File: src/rtl/riscv_pkg.sv
// Shared RV32 fetch definitions.
//   XLEN          : architectural register / address width
//   NOP_INSTR     : canonical NOP (addi x0, x0, 0) shown when no instruction is ready
//   PC_ALIGN_MASK : clears the byte-offset bits of a fetch address
//   fetchEntry_t  : one buffered fetch result, {pc, instr}
//   fetchState_t  : fetch-side response handling mode
//   pcPlus4       : sequential next-PC helper (wraps mod 2^XLEN)
package riscv_pkg;

  localparam int              XLEN          = 32;
  localparam logic [XLEN-1:0] NOP_INSTR     = 32'h0000_0013;
  localparam logic [XLEN-1:0] PC_ALIGN_MASK = 32'hFFFF_FFFC;
  localparam logic [XLEN-1:0] PC_STEP       = 32'h0000_0004;

  typedef struct packed {
    logic [XLEN-1:0] pc;
    logic [XLEN-1:0] instr;
  } fetchEntry_t;

  // FS_RUN   : responses are written to the buffer
  // FS_DRAIN : responses belong to a squashed path and are dropped
  typedef enum logic {
    FS_RUN   = 1'b0,
    FS_DRAIN = 1'b1
  } fetchState_t;

  function automatic logic [XLEN-1:0] pcPlus4(input logic [XLEN-1:0] pc);
    return pc + PC_STEP;
  endfunction

endpackage

File: src/rtl/prefetch_fifo.sv
// Prefetch entry storage: DEPTH x {pc, instr} synchronous FIFO.
//   clk, reset : clock and synchronous active-high reset (empties the FIFO)
//   flush      : empties the FIFO this edge; push/pop in the same cycle are ignored
//   push       : write pushData at the tail
//   pop        : advance the head (ignored when empty)
//   headData   : oldest entry (undefined contents when count == 0)
//   count      : number of valid entries, 0..DEPTH
// DEPTH must be a power of two so the pointers wrap naturally.
module prefetch_fifo import riscv_pkg::*; #(
  parameter int DEPTH = 4
) (
  input  logic                   clk,
  input  logic                   reset,
  input  logic                   flush,
  input  logic                   push,
  input  fetchEntry_t            pushData,
  input  logic                   pop,
  output fetchEntry_t            headData,
  output logic [$clog2(DEPTH):0] count
);

  localparam int            AW      = $clog2(DEPTH);
  localparam logic [AW:0]   FULL    = (AW+1)'(DEPTH);
  localparam logic [AW:0]   CNT_ONE = (AW+1)'(1);
  localparam logic [AW-1:0] PTR_ONE = AW'(1);

  fetchEntry_t   entries [DEPTH];
  logic [AW-1:0] rdPtr, wrPtr;
  logic          doPush, doPop;

  assign doPop  = pop && !flush && (count != '0);
  // A push into a full FIFO is only legal when the head leaves in the same cycle.
  assign doPush = push && !flush && ((count != FULL) || doPop);

  assign headData = entries[rdPtr];

  always_ff @(posedge clk) begin
    if (doPush) entries[wrPtr] <= pushData;
  end

  always_ff @(posedge clk) begin
    if (reset || flush) begin
      rdPtr <= '0;
      wrPtr <= '0;
      count <= '0;
    end else begin
      if (doPush) wrPtr <= wrPtr + PTR_ONE;
      if (doPop)  rdPtr <= rdPtr + PTR_ONE;
      case ({doPush, doPop})
        2'b10:   count <= count + CNT_ONE;
        2'b01:   count <= count - CNT_ONE;
        default: ;
      endcase
    end
  end

endmodule

File: src/rtl/fetch_prefetch_buffer.sv
// Instruction prefetch buffer between the PC generator and instruction memory.
// Issues sequential word fetches while credits remain (outstanding + buffered
// < DEPTH), buffers in-order responses, and presents the head to the IF stage.
// A redirect flushes the buffer, restarts fetch at the new target and drops
// every response still in flight for the old path.
//   clk, reset                           : clock, synchronous active-high reset
//   mem_req_valid/ready/addr             : fetch request channel
//   mem_rsp_valid/data                   : in-order response channel (no backpressure)
//   instr_valid/instr/pc/pc_plus4        : head entry to IF stage
//   stall                                : IF stalled, head held
//   redirect/redirect_pc                 : taken branch/jump and its target
// DEPTH: buffer entries and in-flight limit (power of two, >= 2).
module fetch_prefetch_buffer import riscv_pkg::*; #(
  parameter int              DEPTH    = 4,
  parameter logic [XLEN-1:0] RESET_PC = 32'h0000_0000
) (
  input  logic            clk,
  input  logic            reset,
  output logic            mem_req_valid,
  input  logic            mem_req_ready,
  output logic [XLEN-1:0] mem_req_addr,
  input  logic            mem_rsp_valid,
  input  logic [XLEN-1:0] mem_rsp_data,
  output logic            instr_valid,
  output logic [XLEN-1:0] instr,
  output logic [XLEN-1:0] instr_pc,
  output logic [XLEN-1:0] instr_pc_plus4,
  input  logic            stall,
  input  logic            redirect,
  input  logic [XLEN-1:0] redirect_pc
);

  localparam int            CW      = $clog2(DEPTH) + 1;
  localparam logic [CW-1:0] CNT_ONE = CW'(1);
  localparam logic [CW-1:0] FULL    = CW'(DEPTH);
  localparam logic [CW:0]   LIMIT   = (CW+1)'(DEPTH);

  logic [XLEN-1:0] fetchPc, rspPc, lastPc, redirectTarget;
  logic [CW-1:0]   outstanding, count, discardCnt, discardNext;
  logic [CW:0]     inFlight;
  fetchState_t     state, stateNext;
  fetchEntry_t     head, pushEntry;
  logic            reqFire, rspAccept, popHead;

  assign redirectTarget = redirect_pc & PC_ALIGN_MASK;

  // Credits cover both in-flight requests and buffered entries, so every
  // response that is accepted always finds a free slot.
  assign inFlight      = {1'b0, outstanding} + {1'b0, count};
  assign mem_req_valid = !reset && !redirect && (inFlight < LIMIT);
  assign mem_req_addr  = fetchPc;
  assign reqFire       = mem_req_valid && mem_req_ready;

  assign rspAccept = mem_rsp_valid && !reset && !redirect && (state == FS_RUN);
  assign pushEntry = '{pc: rspPc, instr: mem_rsp_data};

  assign instr_valid    = !reset && (count != '0);
  assign popHead        = instr_valid && !stall && !redirect;
  assign instr          = instr_valid ? head.instr : NOP_INSTR;
  // With nothing buffered the PC outputs hold the last head seen, so a
  // stalled/empty IF stage sees a stable address.
  assign instr_pc       = reset ? RESET_PC : (instr_valid ? head.pc : lastPc);
  assign instr_pc_plus4 = pcPlus4(instr_pc);

  prefetch_fifo #(.DEPTH(DEPTH)) uFifo (
    .clk      (clk),
    .reset    (reset),
    .flush    (redirect),
    .push     (rspAccept),
    .pushData (pushEntry),
    .pop      (popHead),
    .headData (head),
    .count    (count)
  );

  // Drain tracking: a redirect snapshots how many old-path responses are still
  // coming (the one arriving this cycle is already being dropped).
  always_comb begin
    stateNext   = state;
    discardNext = discardCnt;
    if (redirect) begin
      discardNext = outstanding - CW'(mem_rsp_valid);
      stateNext   = (discardNext != '0) ? FS_DRAIN : FS_RUN;
    end else if ((state == FS_DRAIN) && mem_rsp_valid) begin
      discardNext = discardCnt - CNT_ONE;
      stateNext   = (discardNext != '0) ? FS_DRAIN : FS_RUN;
    end
  end

  always_ff @(posedge clk) begin
    if (reset) begin
      state      <= FS_RUN;
      discardCnt <= '0;
    end else begin
      state      <= stateNext;
      discardCnt <= discardNext;
    end
  end

  always_ff @(posedge clk) begin
    if (reset) begin
      fetchPc     <= RESET_PC;
      rspPc       <= RESET_PC;
      lastPc      <= RESET_PC;
      outstanding <= '0;
    end else begin
      if (instr_valid) lastPc <= head.pc;

      case ({reqFire, mem_rsp_valid})
        2'b10:   outstanding <= outstanding + CNT_ONE;
        2'b01:   outstanding <= outstanding - CNT_ONE;
        default: ;
      endcase

      if (redirect) begin
        fetchPc <= redirectTarget;
        rspPc   <= redirectTarget;
      end else begin
        if (reqFire)   fetchPc <= pcPlus4(fetchPc);
        if (rspAccept) rspPc   <= pcPlus4(rspPc);
      end
    end
  end

  // Protocol checks: responses must match a request, and the credit scheme
  // must never let an accepted response land on a full buffer.
  always_ff @(posedge clk) begin
    if (!reset) begin
      assert (!(mem_rsp_valid && (outstanding == '0)));
      assert (!(rspAccept && (count == FULL)));
    end
  end

endmodule

File: config.mk
export PLATFORM = sky130hd
export DESIGN_NAME = fetch_prefetch_buffer
export DESIGN_NICKNAME = d
export VERILOG_FILES = /design/src/rtl/riscv_pkg.sv /design/src/rtl/prefetch_fifo.sv /design/src/rtl/fetch_prefetch_buffer.sv
export SDC_FILE = /design/constraint.sdc
export NUM_CORES = 1
export LEC_CHECK = 0
export ABC_CLOCK_PERIOD_IN_PS = 8500
export BUFFER_PORTS_ARGS = -buffer_cell sky130_fd_sc_hd__buf_2
export CELL_PAD_IN_SITES_DETAIL_PLACEMENT = 0
export CELL_PAD_IN_SITES_GLOBAL_PLACEMENT = 1
export CORE_ASPECT_RATIO = 0.6
export CORE_UTILIZATION = 40
export DETAILED_ROUTE_END_ITERATION = 16
export HOLD_SLACK_MARGIN = 0.15
export PLACE_DENSITY = 0.74
export REMOVE_ABC_BUFFERS = 1
export SLEW_MARGIN = 20
export SYNTH_ARGS = -nofsm -noshare
export SYNTH_HDL_FRONTEND = slang
export SYNTH_SLANG_ARGS = --single-unit
File: constraint.sdc
create_clock -name clk -period 8.5 [get_ports clk]
set_input_delay 0 -clock clk [delete_from_list [all_inputs] [get_ports clk]]
set_output_delay 0 -clock clk [all_outputs]
set_load 0.02 [all_outputs]
# --- Word-level counts from Yosys, hierarchy flattened ---
# Memory sizes are Yosys's and may differ from the RTL's. A register that Yosys moved wholly into a read port is not among the register bits.
# Cells that the tools add are included.
totals:
  in_bits: 70
  memories: 1
  ramBits: 256
  elab_cells: 78
  ff_bits: 110
mem_list:
  columns: ["memory", "depth", "word_bits", "rd", "rd_clocked_by_memory_dff", "wr", "line_no", "source"]
  rows:
  - ["uFifo.entries", 4, 64, 1, 1, 1, "prefetch_fifo.sv:27", "fetchEntry_t entries [DEPTH];"]
op_classes:
  reduce_logical: 28
  addsub: 12
  n_eq_ne: 5
  muxes: 19
  bitwise_logic: 1
  magnitude_cmp: 1
op_table:
  columns: ["cell", "count"]
  rows:
  - ["$mux 32", 7]
  - ["$add 32x3->32 const B", 3]
  - ["$logic_and 1x1->1", 14]
  - ["$pmux 3 s2", 2]
  - ["$reduce_bool 2->1", 5]
  - ["$reduce_bool 3->1", 3]
  - ["$sub 3x1->3 const B", 3]
  - ["$add 3x1->3 const B", 2]
  - ["$mux 1", 6]
  - ["$mux 3", 2]
  - ["$add 2x1->2 const B", 2]
  - ["$add 3x3->4", 1]
  - ["$eq 2x1->1 const B", 2]
  - ["$eq 2x2->1 const B", 2]
  - ["$lt 4x3->1 const B", 1]
  - ["$mux 2", 2]
  - ["$logic_not 1->1", 3]
  - ["$ne 3x3->1 const B", 1]
  - ["$sub 3x1->3", 1]
  - ["$logic_or 1x1->1", 2]
  - ["$reduce_or 2->1", 1]
  - ["$not 1->1", 1]

# --- Longest topological paths before layout ---
# Gate-level depths: netlist (run 1).
logic_depth:
  ltp_word: 10
  mapped_depth: 13
  depth_no_buf: 10

# --- By module ---
# From an unflattened synthesis (run 1), not the netlist that was laid out.
unflattened:
  cells_unflattened: 1222
  area_unflattened_um2: 16042.9
modules_own_cells:
  columns: ["module", "instances", "cells_each", "seq_area_each_um2", "area_each_um2"]
  rows:
  - ["prefetch_fifo", 1, 392, 7867.5, 9741.8]
  - ["fetch_prefetch_buffer", 1, 830, 1981.9, 6301.0]

# --- Worst setup path after synthesis (run 1) ---
# No wires, ideal clock.
synth_timing:
  kind: "flip-flop to output port"
  startpoint: "register uFifo.count[2]"
  endpoint: "output instr_pc_plus4[28]"
  stages_incl_launch_ff: 12
  arrival_time_ns: 3.482
  slack_ns: 5.018
  path_buffers: 3
  path_cell_list: "dfxtp_1 nor4_4 clkbuf_1 buf_2 buf_1 a22oi_1 inv_1 ha_1 nor2b_1 nand4_1 nor4b_2 xor2_1"
synth_via:
  elab_chain_len: 5
synth_lines:
  columns: ["element", "line_no", "source"]
  rows:
  - ["start, declared", "prefetch_fifo.sv:19", "output logic [$clog2(DEPTH):0] count"]
  - ["start signal, assigned", "prefetch_fifo.sv:50", "2'b10: count <= count + CNT_ONE;"]
  - ["start signal, assigned", "prefetch_fifo.sv:51", "2'b01: count <= count - CNT_ONE;"]
  - ["$reduce_bool 3->1", "fetch_prefetch_buffer.sv:57", "assign instr_valid = !reset && (count != '0);"]
  - ["$logic_and 1x1->1", "fetch_prefetch_buffer.sv:57", null]
  - ["$mux 32 (2 in a row)", null, null]
  - ["named net instr_pc[2]", "fetch_prefetch_buffer.sv:26", "output logic [XLEN-1:0] instr_pc,"]
  - ["$add 32x3->32", "riscv_pkg.sv:28", "return pc + PC_STEP;"]
  - ["end, declared", "fetch_prefetch_buffer.sv:27", "output logic [XLEN-1:0] instr_pc_plus4,"]
# The timed path passes the listed nets, and every way through them passes these cells.

# --- Final worst setup path (run 1) ---
layout_timing:
  startpoint: "register uFifo.count[0]"
  endpoint: "output instr_pc_plus4[26]"
layout_via:
  elab_chain_len: 5
layout_lines:
  columns: ["element", "line_no"]
  rows:
  - ["$reduce_bool 3->1", "fetch_prefetch_buffer.sv:57"]
  - ["$logic_and 1x1->1", "fetch_prefetch_buffer.sv:57"]
  - ["$mux 32 (2 in a row)", null]
  - ["$add 32x3->32", "riscv_pkg.sv:28"]
# No other way between the ends.

==> impl_summary.txt, run 1 <==
----------------------------------------------------
[Timing]
  Total setup violations reported at the end of the flow ... 0
  TNS Setup ... 0 ns
  Slew at the pin closest to its max-slew limit ... 1.021 ns
  Total count of hold-check failures in the final report ... 0
  Part of the cycle the worst path needs ... roughly 56%
  Maximum clock frequency ... 0.2101 GHz
  Min setup slack post-route ... 3.740 ns
  Number of pins with negative max-slew slack in the final report ... 0
  Worst Skew ... 0.02086 ns
  Unrepaired setup endpoints after global routing ... no
  Tmin final ... 4.760 ns
  Headroom to the max-slew limit ... 31.96%

[Drt]
  Number of detailed-route iterations in the first pass ... 5
  Detailed Route Iter0 Violations ... 706
  Number of antenna-violating nets in the routed design ... 0
  Routed via count divided by cell count ... 5.407
  Total Wirelength ... around 38000 µm
  Post-route DRC ... 0
  Via count ... 10340
  Routed wirelength normalized by instance count ... 20.08 µm

[Worst setup path]
  Crit path capture ... instr_pc_plus4[26]
  Setup slack on the worst flop-to-flop path ... 5.03 ns
  Worst reg2reg path endpoint ... rspPc[12]
  Critical Path End Type ... output pin
  Number of cells on the worst reg-to-reg path ... 8
  Type of the worst setup path ... reg -> out
  Arrival time of the worst setup path ... 4.76 ns
  Critical path origin ... uFifo.count[0]
  Nature of the critical path startpoint ... register
  Worst endpoint required time ... 8.50 ns
  Highest fanout seen on the critical path ... 47
  R2R Path Start ... state

[Logic synthesis]
  EDFF count, synth ... between 200 and 250
  Fraction of post-synthesis cell area in the top cell type by area ... 48.75%
  Sequential share of the synthesized area ... 62.90%
  Number of storage elements in the synthesis netlist ... 356
  Cells after synthesis ... 1101
  Post-synth cell types ... between 70 and 80
  Mean cell area of the mapped netlist ... 13.87 µm²
  Total standard cell area after synthesis ... 0.01528 mm²
  Library cell occupying the most area in the post-synthesis netlist ... sky130_fd_sc_hd__edfxtp_1
  Area contributors post-synth ... sky130_fd_sc_hd__edfxtp_1, sky130_fd_sc_hd__dfxtp_1, sky130_fd_sc_hd__mux4_2
  Asr flop ratio synth ... 0%
  Number of synthesis warnings ... 0
  Primary FF master, synth ... sky130_fd_sc_hd__edfxtp_1

[Global routing]
  Global routing met3 resource utilization ... 4.104%
  Largest net degree at the start of global routing ... 65
  GR Layer Usage met1 ... 28.76%
  Met2 global-route usage ... between 20 and 30%
  Overall global routing resource usage ... 19.81%
  Overall overflow remaining after global route ... 0
  Antenna violations before repair ... 0
  First-pass GRT wire length ... 59230 µm
  Via count of the first global-routing pass ... a little over 10000
  Routing layer with the top usage in global route ... met2

[Die]
  Top-level port count ... 200
  Vert. Die Dim ... 153.4 µm
  Core Region ... 0.03764 mm²
  Die extent in x ... about 250 µm
  Number of cell rows ... 55
  Initial cell density of the core ... 40.58%
  Overall die area ... around 0.04 mm²

[Min path]
  Worst Hold Class ... in -> reg

[Pwr]
  Maximum vdd drop ... 0.1008 mV
  Leakage power ... between 7 and 8 nW
  Power Dens Cells ... 202.8 mW/mm²

[Place]
  Number of input and output port buffers inserted ... 195
  Post-detailed-placement half-perimeter wirelength ... approximately 24000 µm
  Placement Setup Slack ... 4.378 ns
  Placer Congestion ... 0.8664

[Clocking]
  Clock slew at reported path FFs ... 0.06 ns
  Clock root buffer ... sky130_fd_sc_hd__clkbuf_16
  Clock sink count ... roughly 360
  Number of buffers added by the clock tree synthesis step ... 36
  Worst-skew pair later-pin latency ... 0.53 ns
  CTS tree ... yes
  Total of cells resized after clock tree synthesis ... 0
  H-tree depth reported by CTS ... 2
  CTS Buffer Depth ... 3

[Cells and area]
  Most frequent standard cell in the layout excluding fill and tap cells ... sky130_fd_sc_hd__edfxtp_1
  Utilization after layout ... 49.99%
  Antenna diode count ... 0
  Leading cell types in the layout, fill and taps excluded ... sky130_fd_sc_hd__edfxtp_1, sky130_fd_sc_hd__buf_2, sky130_fd_sc_hd__dfxtp_1, sky130_fd_sc_hd__dlygate4sd3_1, sky130_fd_sc_hd__nand2_1
  Fraction of final layout cells sized beyond drive strength 1 ... 25.71%
  Layout net count ... 1461
  Synthesis-to-finish area growth ... 23.18%

[Run]
  Number of max-capacitance violations reported ... 0

[Outcome]
  Run status ... finished clean

----------------------------------------------------
[cells in the mapped netlist, drive strengths merged, types with 32 or more instances]
cell type / count
a21oi: 53
and3: 47
clkbuf: 33
dfxtp: 108
edfxtp: 248
inv: 33
mux4: 62
nand2: 66
nand3: 44
nand4: 32
nor2: 56
o21ai: 33
xor2: 34
[where the power goes]
| group | switching [mW] | total, mW | internal (mW) |
|---|---|---|---|
| registers | 0.0398 | 1.93 | 1.89 |
| clock network | 0.654 | 1.66 | 1.01 |
| logic | 0.129 | 0.227 | 0.0982 |
| total | 0.823 | 3.82 | 2.99 |
[per-layer routing]
metal,up-vias,routed length (µm)
li1,4807,-
met1,5196,17810
met2,291,17480
met3,49,2318
met4,0,807
met5,-,0
[kinds of logic after synthesis]
kind of cell / Yosys count / share of synthesized area [%]
buf+inv: 95 / 2.719
flops: 356 / 62.90
compound gates: 181 / 8.060
xor+xnor: 62 / 3.555
other cells: 1 / 0.02455
mux: 75 / 10.03
fa+ha+maj: 17 / 1.491
simple gates: 314 / 11.21
[registers in the layout, indices dropped and copies added, names as in the netlist, named ones only]
signal,count
discardCnt,3
uFifo.count,3
lastPc,32
outstanding,3
rspPc,30
uFifo.rdPtr,2
state,1
mem_req_addr,30
uFifo.entries,248
uFifo.wrPtr,2
[worst max-delay path: stages (launching register included)]
cell and delay, ns:
sky130_fd_sc_hd__dfxtp_1 0.51, sky130_fd_sc_hd__or3_2 0.18, sky130_fd_sc_hd__buf_4 0.48, sky130_fd_sc_hd__nand2_1 0.28, sky130_fd_sc_hd__inv_1 0.11, sky130_fd_sc_hd__buf_4 0.32
sky130_fd_sc_hd__a22oi_1 0.14, sky130_fd_sc_hd__inv_1 0.12, sky130_fd_sc_hd__ha_1 0.19, sky130_fd_sc_hd__nor2b_1 0.49, sky130_fd_sc_hd__nand4_1 0.45, sky130_fd_sc_hd__nor3_1 0.52
sky130_fd_sc_hd__xor2_1 0.19, sky130_fd_sc_hd__buf_2 0.18
[how the worst min path moves through the flow]
stage	start	cells past startpoint	to	slack (ns)
finish	mem_rsp_data[4]	2	uFifo.entries[2][4]	0.23
global placement	mem_rsp_data[18]	1	uFifo.entries[0][18]	0.21
floorplan	reset	1	mem_req_addr[10]	0.07
global route	mem_rsp_data[16]	2	uFifo.entries[1][16]	0.22
CTS	mem_rsp_data[4]	2	uFifo.entries[2][4]	0.20
detailed placement	mem_rsp_data[16]	1	uFifo.entries[1][16]	0.22
[stage by stage]
stage / cells / area [µm²] / power [mW] / hold slack (ns)
finish: 1913 / 18820 / 3.817 / 0.2308
global route: 1913 / 18820 / 3.951 / 0.2166
CTS: 1913 / 18810 / 3.864 / 0.2042
detailed placement: 1766 / 16750 / 2.162 / 0.2199
global placement: 1766 / 16750 / 2.156 / 0.2146
floorplan: 1041 / 14990 / 2.068 / 0.06907
[repair_timing]
action	in CTS	in global routing
setup buffers	0	0
hold buffers	83	0
hold endpoints to repair	201	0
[final cells by class]
type                    count  area [µm²]
clock buffers              46       991.0
clock inverters            18       237.7
fillers                  3333       18830
inverters                  34       127.6
multi-input cells         651        5270
flip-flops and latches    356        9614
well taps                 513       641.9
repair buffers            295        1934
Note: power is estimated with default switching activity, not from simulation.
==> run 2, diff against run 1 <==
- ABC_CLOCK_PERIOD_IN_PS: 8500 -> 4000
- PLACE_DENSITY: 0.74 -> 0.77
- clock period: 8.5 -> 4 ns (I/O delays scaled with it)
==> run 2 against run 1 <==
  * Flip-flop and latch count is the same
  * Combinational power rose by 110%
  * Non-clock buffer count decreased by 10
  * Clock skew grew 0.0065 ns
  * Critical endpoint unchanged
  * Worst hold slack got worse by 0.073 ns
  * Critical path type unchanged
  * First-iteration DRC count fell by 8.8%
  * Sequential power is 110% higher
  * Final cell count is 0.68% lower
  * Sequential share of layout area rose by 0.63 points
  * Die area unchanged
  * Core utilization shrank 0.61 points
==> impl_summary.txt, run 2 (synthesized netlist as in run 1, its figures left out) <==
----------------------------------------------------
[Outcome]
  Run status ... finished clean

[Pwr]
  Relative contribution of sequential cells to total power ... 53.4% (+2.9 points)
  Leakage power ... 6.901 nW (-1.7%)
  Switching part of the total ... 22.94% (+1.4 points)
  Clock Power Share ... 40.4% (-3.1 points)
  Internal Power ... 5.909 mW (+97%)
  Psw ... 1.759 mW (+110%)
  Combinational share of power ... 6.2% (+0.2 points)
  Power Dens Cells ... 412.5 mW/mm² (+100%)
  Maximum vdd drop ... 0.3598 mV (+260%)

[Timing]
  Maximum clock frequency ... roughly 0.27 GHz
  Number of pins with negative max-slew slack in the final report ... 0 (unchanged)
  Headroom to the max-slew limit ... 38.71% (+6.7 points)
  Worst Skew ... 0.02741 ns (+0.006541 ns)
  Tightest hold margin ... 0.1577 ns (-0.07307 ns)
  Total setup violations reported at the end of the flow ... 0 (unchanged)
  Tmin final ... ~3.7 ns
  Total count of hold-check failures in the final report ... 0 (unchanged)
  Slew at the pin closest to its max-slew limit ... 0.9123 ns (-0.1082 ns)
  Min setup slack post-route ... 0.3296 ns (-3.411 ns)
  Part of the cycle the worst path needs ... 91.76%
  Unrepaired setup endpoints after global routing ... no

[Place]
  Post-detailed-placement half-perimeter wirelength ... 24790 µm (+3.3%)
  Placement Setup Slack ... 0.8616 ns (-3.517 ns)
  Number of input and output port buffers inserted ... 195 (unchanged)
  Placer Congestion ... 0.8892 (+2.6%)
  Placed cell count ... 1771 (+0.28%)

[Worst setup path]
  Cells along the critical path ... mux4_2, a22o_1, ha_1, nor2b_1, nand4_1, nor3_1, xor2_1, buf_2
  Critical path's slowest cell ... sky130_fd_sc_hd__dfxtp_2
  Nature of the critical path startpoint ... register
  Critical Path End Type ... output pin
  Delay-heaviest family, CP ... simple AND/OR/NAND/NOR gates
  Maximum single-stage delay on the critical path ... 0.82 ns (+0.30 ns)
  Type of the worst setup path ... reg -> out
  Arrival time of the worst setup path ... 3.67 ns (-1.09 ns)
  Worst endpoint required time ... 4.00 ns (-4.50 ns)
  Buffer and inverter count on the worst path ... 1 (-4)
  Highest fanout seen on the critical path ... 26 (-45%)

[Global routing]
  Overall overflow remaining after global route ... 0 (unchanged)
  Antenna violations before repair ... 0 (unchanged)
  First-pass GRT wire length ... 58640 µm (-1.0%)
  Via count of the first global-routing pass ... 10220 (+1.3%)
  Overall global routing resource usage ... 19.59% (-0.22 points)
  Largest net degree at the start of global routing ... 63 (-3.1%)

[Cells and area]
  Top flop regs ... uFifo.entries: 248 flops, lastPc: 32 flops
  Synthesis-to-finish area growth ... 21.68%
  Antenna diode count ... 0 (unchanged)
  Flip-flop count of the largest register after layout ... 248 (unchanged)
  Layout net count ... 1449 (-0.82%)
  Number of filler instances in the final layout ... 3303 (-0.90%)
  Fraction of final layout cells sized beyond drive strength 1 ... 26.10% (+0.39 points)
  Leading cell types in the layout, fill and taps excluded ... sky130_fd_sc_hd__edfxtp_1, sky130_fd_sc_hd__buf_2, sky130_fd_sc_hd__dfxtp_1, sky130_fd_sc_hd__dlygate4sd3_1, sky130_fd_sc_hd__nand2_1
  Register name with the most flops ... uFifo.entries
  Fin cells ... 1900 (-0.68%)
  Most frequent standard cell in the layout excluding fill and tap cells ... sky130_fd_sc_hd__edfxtp_1

[Clocking]
  CTS tree ... yes
  Clock slew at reported path FFs ... 0.07 ns (about the same)
  Clock sink count ... 356 (unchanged)
  CTS Buffer Depth ... 3 (unchanged)
  Worst-skew pair later-pin latency ... 0.54 ns (about the same)
  H-tree depth reported by CTS ... 2 (unchanged)
  Post-CTS setup buffer count ... 0 (unchanged)
  Total of cells resized after clock tree synthesis ... 0 (unchanged)
  Number of buffers added by the clock tree synthesis step ... 34 (-5.6%)
  Clock root buffer ... sky130_fd_sc_hd__clkbuf_16
  Count of hold-fix buffers inserted at cts ... 68 (-18%)

[Die]
  Die extent in x ... 254.3 µm (unchanged)
  Core Region ... 0.03764 mm² (unchanged)
  Overall die area ... 0.03900 mm² (unchanged)
  Vert. Die Dim ... 153.4 µm (unchanged)
  Initial cell density of the core ... 40.58% (unchanged)
  Number of cell rows ... 55 (unchanged)
  Top-level port count ... 200 (unchanged)

[Min path]
  Worst Hold Class ... in -> reg

[Drt]
  Via count ... 10390 (+0.48%)
  Total Wirelength ... 38040 µm (-0.99%)
  Routed via count divided by cell count ... 5.470 (+1.2%)
  Number of antenna-violating nets in the routed design ... 0 (unchanged)
  Post-route DRC ... 0 (unchanged)
  Routed wirelength normalized by instance count ... 20.02 µm (-0.31%)
  Detailed Route Iter0 Violations ... 644 (-8.8%)
  Number of detailed-route iterations in the first pass ... 5 (unchanged)

[Run]
  Number of max-capacitance violations reported ... 0 (unchanged)

----------------------------------------------------
-- run 2: changes by cell type in the layout (fill, tap and decap cells not counted), moves of 2 or more --
cell                            change
sky130_fd_sc_hd__dlygate4sd3_1     -15
sky130_fd_sc_hd__buf_12             +5
sky130_fd_sc_hd__inv_6              +3
sky130_fd_sc_hd__bufinv_16          -5
sky130_fd_sc_hd__clkinv_1           -2
sky130_fd_sc_hd__clkbuf_16          -4
sky130_fd_sc_hd__clkinv_4           +2
sky130_fd_sc_hd__clkinv_2           -3
sky130_fd_sc_hd__clkinvlp_4         +3
-- run 2: cell type report --
cell class                 instances  area, µm²  area share (%)
clock buffer                      44      908.4           4.887
clock inverter                    17      147.6          0.7943
inverter                          34      127.6          0.6866
multi-input combinational        651       5264           28.32
sequential                       356       9614           51.72
tap                              513      641.9           3.453
timing repair buffer             285       1884           10.14
-- run 2: final timing paths --
check,cells after the start,slack (ns),startpoint,to
hold / removal,6,0.16,mem_req_ready,mem_req_addr[3]
setup / recovery,8,0.33,register,instr_pc_plus4[26]
setup reg to reg,8,1.11,uFifo.count[1],mem_req_addr[30]
hold reg to reg,1,0.47,lastPc[0],lastPc[0]
-- run 2: tightest hold or removal path: cells and delay by family --
kind	cells	cell delay, ns
buffers and inverters	3	0.41
AND/OR/NAND/NOR	2	0.15
AO/OA/AOI/OAI	1	0.07
-- run 2: routing by layer --
metal / share of wire (%) / up-vias / GRT usage [%]
met5: 0 / - / 0
met4: 2.5 / 0 / 5.737
met3: 6.0 / 60 / 3.338
met2: 45 / 323 / 29.58
met1: 47 / 5222 / 28.85
li1: - / 4788 / -
-- run 2: stage by stage --
step / cell area [µm²] / utilization [%] / total power, mW / setup TNS (ns)
global placement: 16850 / 44.76 / 4.586 / 0
CTS: 18590 / 49.37 / 7.755 / 0
global route: 18590 / 49.38 / 7.952 / 0
detailed placement: 16850 / 44.76 / 4.598 / 0
finish: 18590 / 49.38 / 7.667 / 0
floorplan: 14990 / - / 4.394 / -21.97
-- run 2: power groups by stage --
stage	Combinational (mW)	Clock [mW]	Sequential (mW)
finish	0.474	3.10	4.10
detailed placement	0.422	0	4.18
CTS	0.476	3.18	4.09
global route	0.523	3.32	4.11
global placement	0.414	0	4.17
floorplan	0.221	0	4.17
==> run 3, diff against run 2 <==
- CORE_UTILIZATION: 40 -> 43
- PLACE_DENSITY: 0.77 -> 0.81
==> run 3 against run 2 <==
  * Wire length is 1.3% higher
  * Total power rose by 0.50%
  * Core utilization grew 3.9 points
  * First-iteration DRC count up 34%
  * Die area is 6.9% lower
  * Fmax grew 0.15%
  * Critical path depth stayed put
  * Register-to-register slack lost 0.42 ns
  * Setup slack better by 0.0055 ns
  * Clock skew decreased by 0.017 ns
  * Largest power group unchanged
==> impl_summary.txt, run 3 (synthesized netlist as in run 1, its figures left out) <==
----------------------------------------------------
[Worst setup path]
  Critical Path End Type ... output pin
  Crit path capture ... instr_pc_plus4[26]
  Number of cells on the worst reg-to-reg path ... 10 (+2)
  Highest fanout seen on the critical path ... 46 (+77%)
  Critical path's slowest cell ... sky130_fd_sc_hd__dfxtp_1
  Worst endpoint required time ... 4.00 ns (about the same)
  Arrival time of the worst setup path ... 3.66 ns (about the same)
  Maximum single-stage delay on the critical path ... 0.48 ns (-0.34 ns)
  Type of the worst setup path ... reg -> out
  Critical path origin ... uFifo.count[2]
  Cells along the critical path ... or3_1, buf_4, nand4_1, a22oi_2, nand4_1, nor3_1, xor2_1, buf_2
  Most Frequent Cell on Critical Path ... sky130_fd_sc_hd__nand4_1
  Setup slack on the worst flop-to-flop path ... 0.69 ns (-0.42 ns)
  Worst reg2reg path endpoint ... mem_req_addr[30]
  Nature of the critical path startpoint ... register
  R2R Path Start ... uFifo.count[2]

[Clocking]
  Worst-skew pair later-pin latency ... 0.53 ns (about the same)
  Clock slew at reported path FFs ... 0.06 ns (about the same)
  Clock root buffer ... sky130_fd_sc_hd__clkbuf_16
  Post-CTS setup buffer count ... 0 (unchanged)
  H-tree depth reported by CTS ... 2 (unchanged)
  CTS tree ... yes
  CTS Buffer Depth ... 3 (unchanged)
  Number of buffers added by the clock tree synthesis step ... 35 (+2.9%)
  Count of hold-fix buffers inserted at cts ... 73 (+7.4%)
  Total of cells resized after clock tree synthesis ... 0 (unchanged)
  Clock sink count ... 356 (unchanged)

[Timing]
  Worst Skew ... 0.01008 ns (-0.01733 ns)
  Tmin final ... 3.665 ns (-0.005518 ns)
  Unrepaired setup endpoints after global routing ... no
  Total count of hold-check failures in the final report ... 0 (unchanged)
  Slew at the pin closest to its max-slew limit ... 0.8326 ns (-0.07971 ns)
  Maximum clock frequency ... 0.2729 GHz (+0.15%)
  Number of pins with negative max-slew slack in the final report ... 0 (unchanged)
  Part of the cycle the worst path needs ... 91.62% (-0.14 points)
  Headroom to the max-slew limit ... 44.06% (+5.4 points)
  Total setup violations reported at the end of the flow ... 0 (unchanged)

[Cells and area]
  Fin cells ... 1868 (-1.7%)
  Register name with the most flops ... uFifo.entries
  Flip-flop count of the largest register after layout ... 248 (unchanged)
  Leading cell types in the layout, fill and taps excluded ... sky130_fd_sc_hd__edfxtp_1, sky130_fd_sc_hd__buf_2, sky130_fd_sc_hd__dfxtp_1, sky130_fd_sc_hd__dlygate4sd3_1, sky130_fd_sc_hd__nand2_1
  Layout net count ... 1462 (+0.90%)
  Fraction of final layout cells sized beyond drive strength 1 ... 26.20% (+0.096 points)
  Synthesis-to-finish area growth ... 22.07%
  Antenna diode count ... 0 (unchanged)
  Top flop regs ... uFifo.entries: 248 flops, lastPc: 32 flops
  Most frequent standard cell in the layout excluding fill and tap cells ... sky130_fd_sc_hd__edfxtp_1
  Finished layout cell area ... 0.01865 mm² (+0.32%)

[Place]
  Post-detailed-placement half-perimeter wirelength ... 24970 µm (+0.75%)
  Post-Place Cell Area ... 0.01684 mm² (about the same)
  Placer Congestion ... 0.8881 (-0.12%)
  Placed cell count ... 1732 (-2.2%)
  Number of input and output port buffers inserted ... 195 (unchanged)

[Pwr]
  Power Dens Cells ... 413.2 mW/mm² (+0.19%)
  Maximum vdd drop ... 0.3443 mV (-4.3%)
  Leakage power ... 6.980 nW (+1.1%)
  Final Total Pwr ... 7.706 mW (+0.50%)

[Drt]
  Post-route DRC ... 0 (unchanged)
  Routed via count divided by cell count ... 5.617 (+2.7%)
  Total Wirelength ... 38520 µm (+1.3%)
  Number of detailed-route iterations in the first pass ... 5 (unchanged)
  Detailed Route Iter0 Violations ... 864 (+34%)
  Routed wirelength normalized by instance count ... 20.62 µm (+3.0%)
  Via count ... 10490 (+0.95%)
  Number of antenna-violating nets in the routed design ... 0 (unchanged)

[Die]
  Top-level port count ... 200 (unchanged)
  Core Region ... 0.03501 mm² (-7.0%)
  Die extent in x ... 245.3 µm (-3.5%)
  Initial cell density of the core ... 43.63% (+3.0 points)
  Number of cell rows ... 53 (-3.6%)
  Overall die area ... 0.03631 mm² (-6.9%)
  Vert. Die Dim ... 148.0 µm (-3.5%)

[Min path]
  Worst Hold Class ... in -> reg

[Global routing]
  Largest net degree at the start of global routing ... 63 (unchanged)
  Via count of the first global-routing pass ... 10120 (-1.0%)
  Antenna violations before repair ... 0 (unchanged)
  Overall global routing resource usage ... 21.24% (+1.7 points)
  Overall overflow remaining after global route ... 0 (unchanged)
  First-pass GRT wire length ... 58440 µm (-0.34%)

[Outcome]
  Run status ... finished clean

[Run]
  Number of max-capacitance violations reported ... 0 (unchanged)

----------------------------------------------------
run 3: changes by cell type in the layout (fill, tap and decap cells not counted), sizes merged:
cell	previous run	this run
clkinv	8	14
clkinvlp	4	3
buf	217	224
dlygate4sd3	68	73
inv	38	35
run 3: worst min path at each step:
stage	startpoint	to	slack, ns	cells past startpoint
6_report	mem_rsp_data[22]	uFifo.entries[0][22]	0.22	2
5_1_grt	mem_req_ready	mem_req_addr[3]	0.22	6
4_1_cts	mem_req_ready	mem_req_addr[3]	0.20	6
3_5_place_dp	mem_rsp_data[19]	uFifo.entries[0][19]	0.22	1
3_3_place_gp	mem_rsp_data[22]	uFifo.entries[3][22]	0.21	1
2_1_floorplan	reset	mem_req_addr[10]	0.07	1
run 3: per-stage QoR:
step           setup TNS (ns)  hold WS (ns)  util (%)  setup slack (ns)
2_1_floorplan          -21.97       0.06907         -            -1.100
3_3_place_gp                0        0.2130     48.10            0.9788
3_5_place_dp                0        0.2169     48.10            0.9543
4_1_cts                     0        0.1967     53.26            0.4040
5_1_grt                     0        0.2205     53.26            0.1480
6_report                    0        0.2232     53.26            0.3351
run 3: area by class of cell:
| class | instances | area (µm²) |
|---|---|---|
| fill | 2981 | 16370 |
| multi-input combinational | 651 | 5260 |
| sequential | 356 | 9614 |
| inverter | 34 | 127.6 |
| tap | 467 | 584.3 |
| clock buffer | 44 | 952.2 |
| clock inverter | 19 | 121.4 |
| timing repair buffer | 297 | 1987 |
run 3: where the power goes:
group          total [mW]  switching, mW  internal, mW
combinational       0.480          0.276         0.205
clock                3.13           1.37          1.76
sequential           4.10         0.0854          4.01
total                7.71           1.73          5.97
run 3: worst max-delay path, delay by kind of cell (launching register included):
kind | cells | cell delay, ns
and+or+nand+nor | 4 | 1.26
DFF | 1 | 0.48
xor gates and xnor gates | 1 | 0.25
buffers and inverters | 2 | 0.69
AOI/OAI and AO/OA | 1 | 0.45
run 3: per-layer routing:
metal	part of all wire [%]	global-route usage, %	up-vias
met1	46	30.65	5232
met4	2.0	5.621	0
met2	45	32.22	388
li1	-	-	4813
met5	0	0	-
met3	7.9	5.029	59
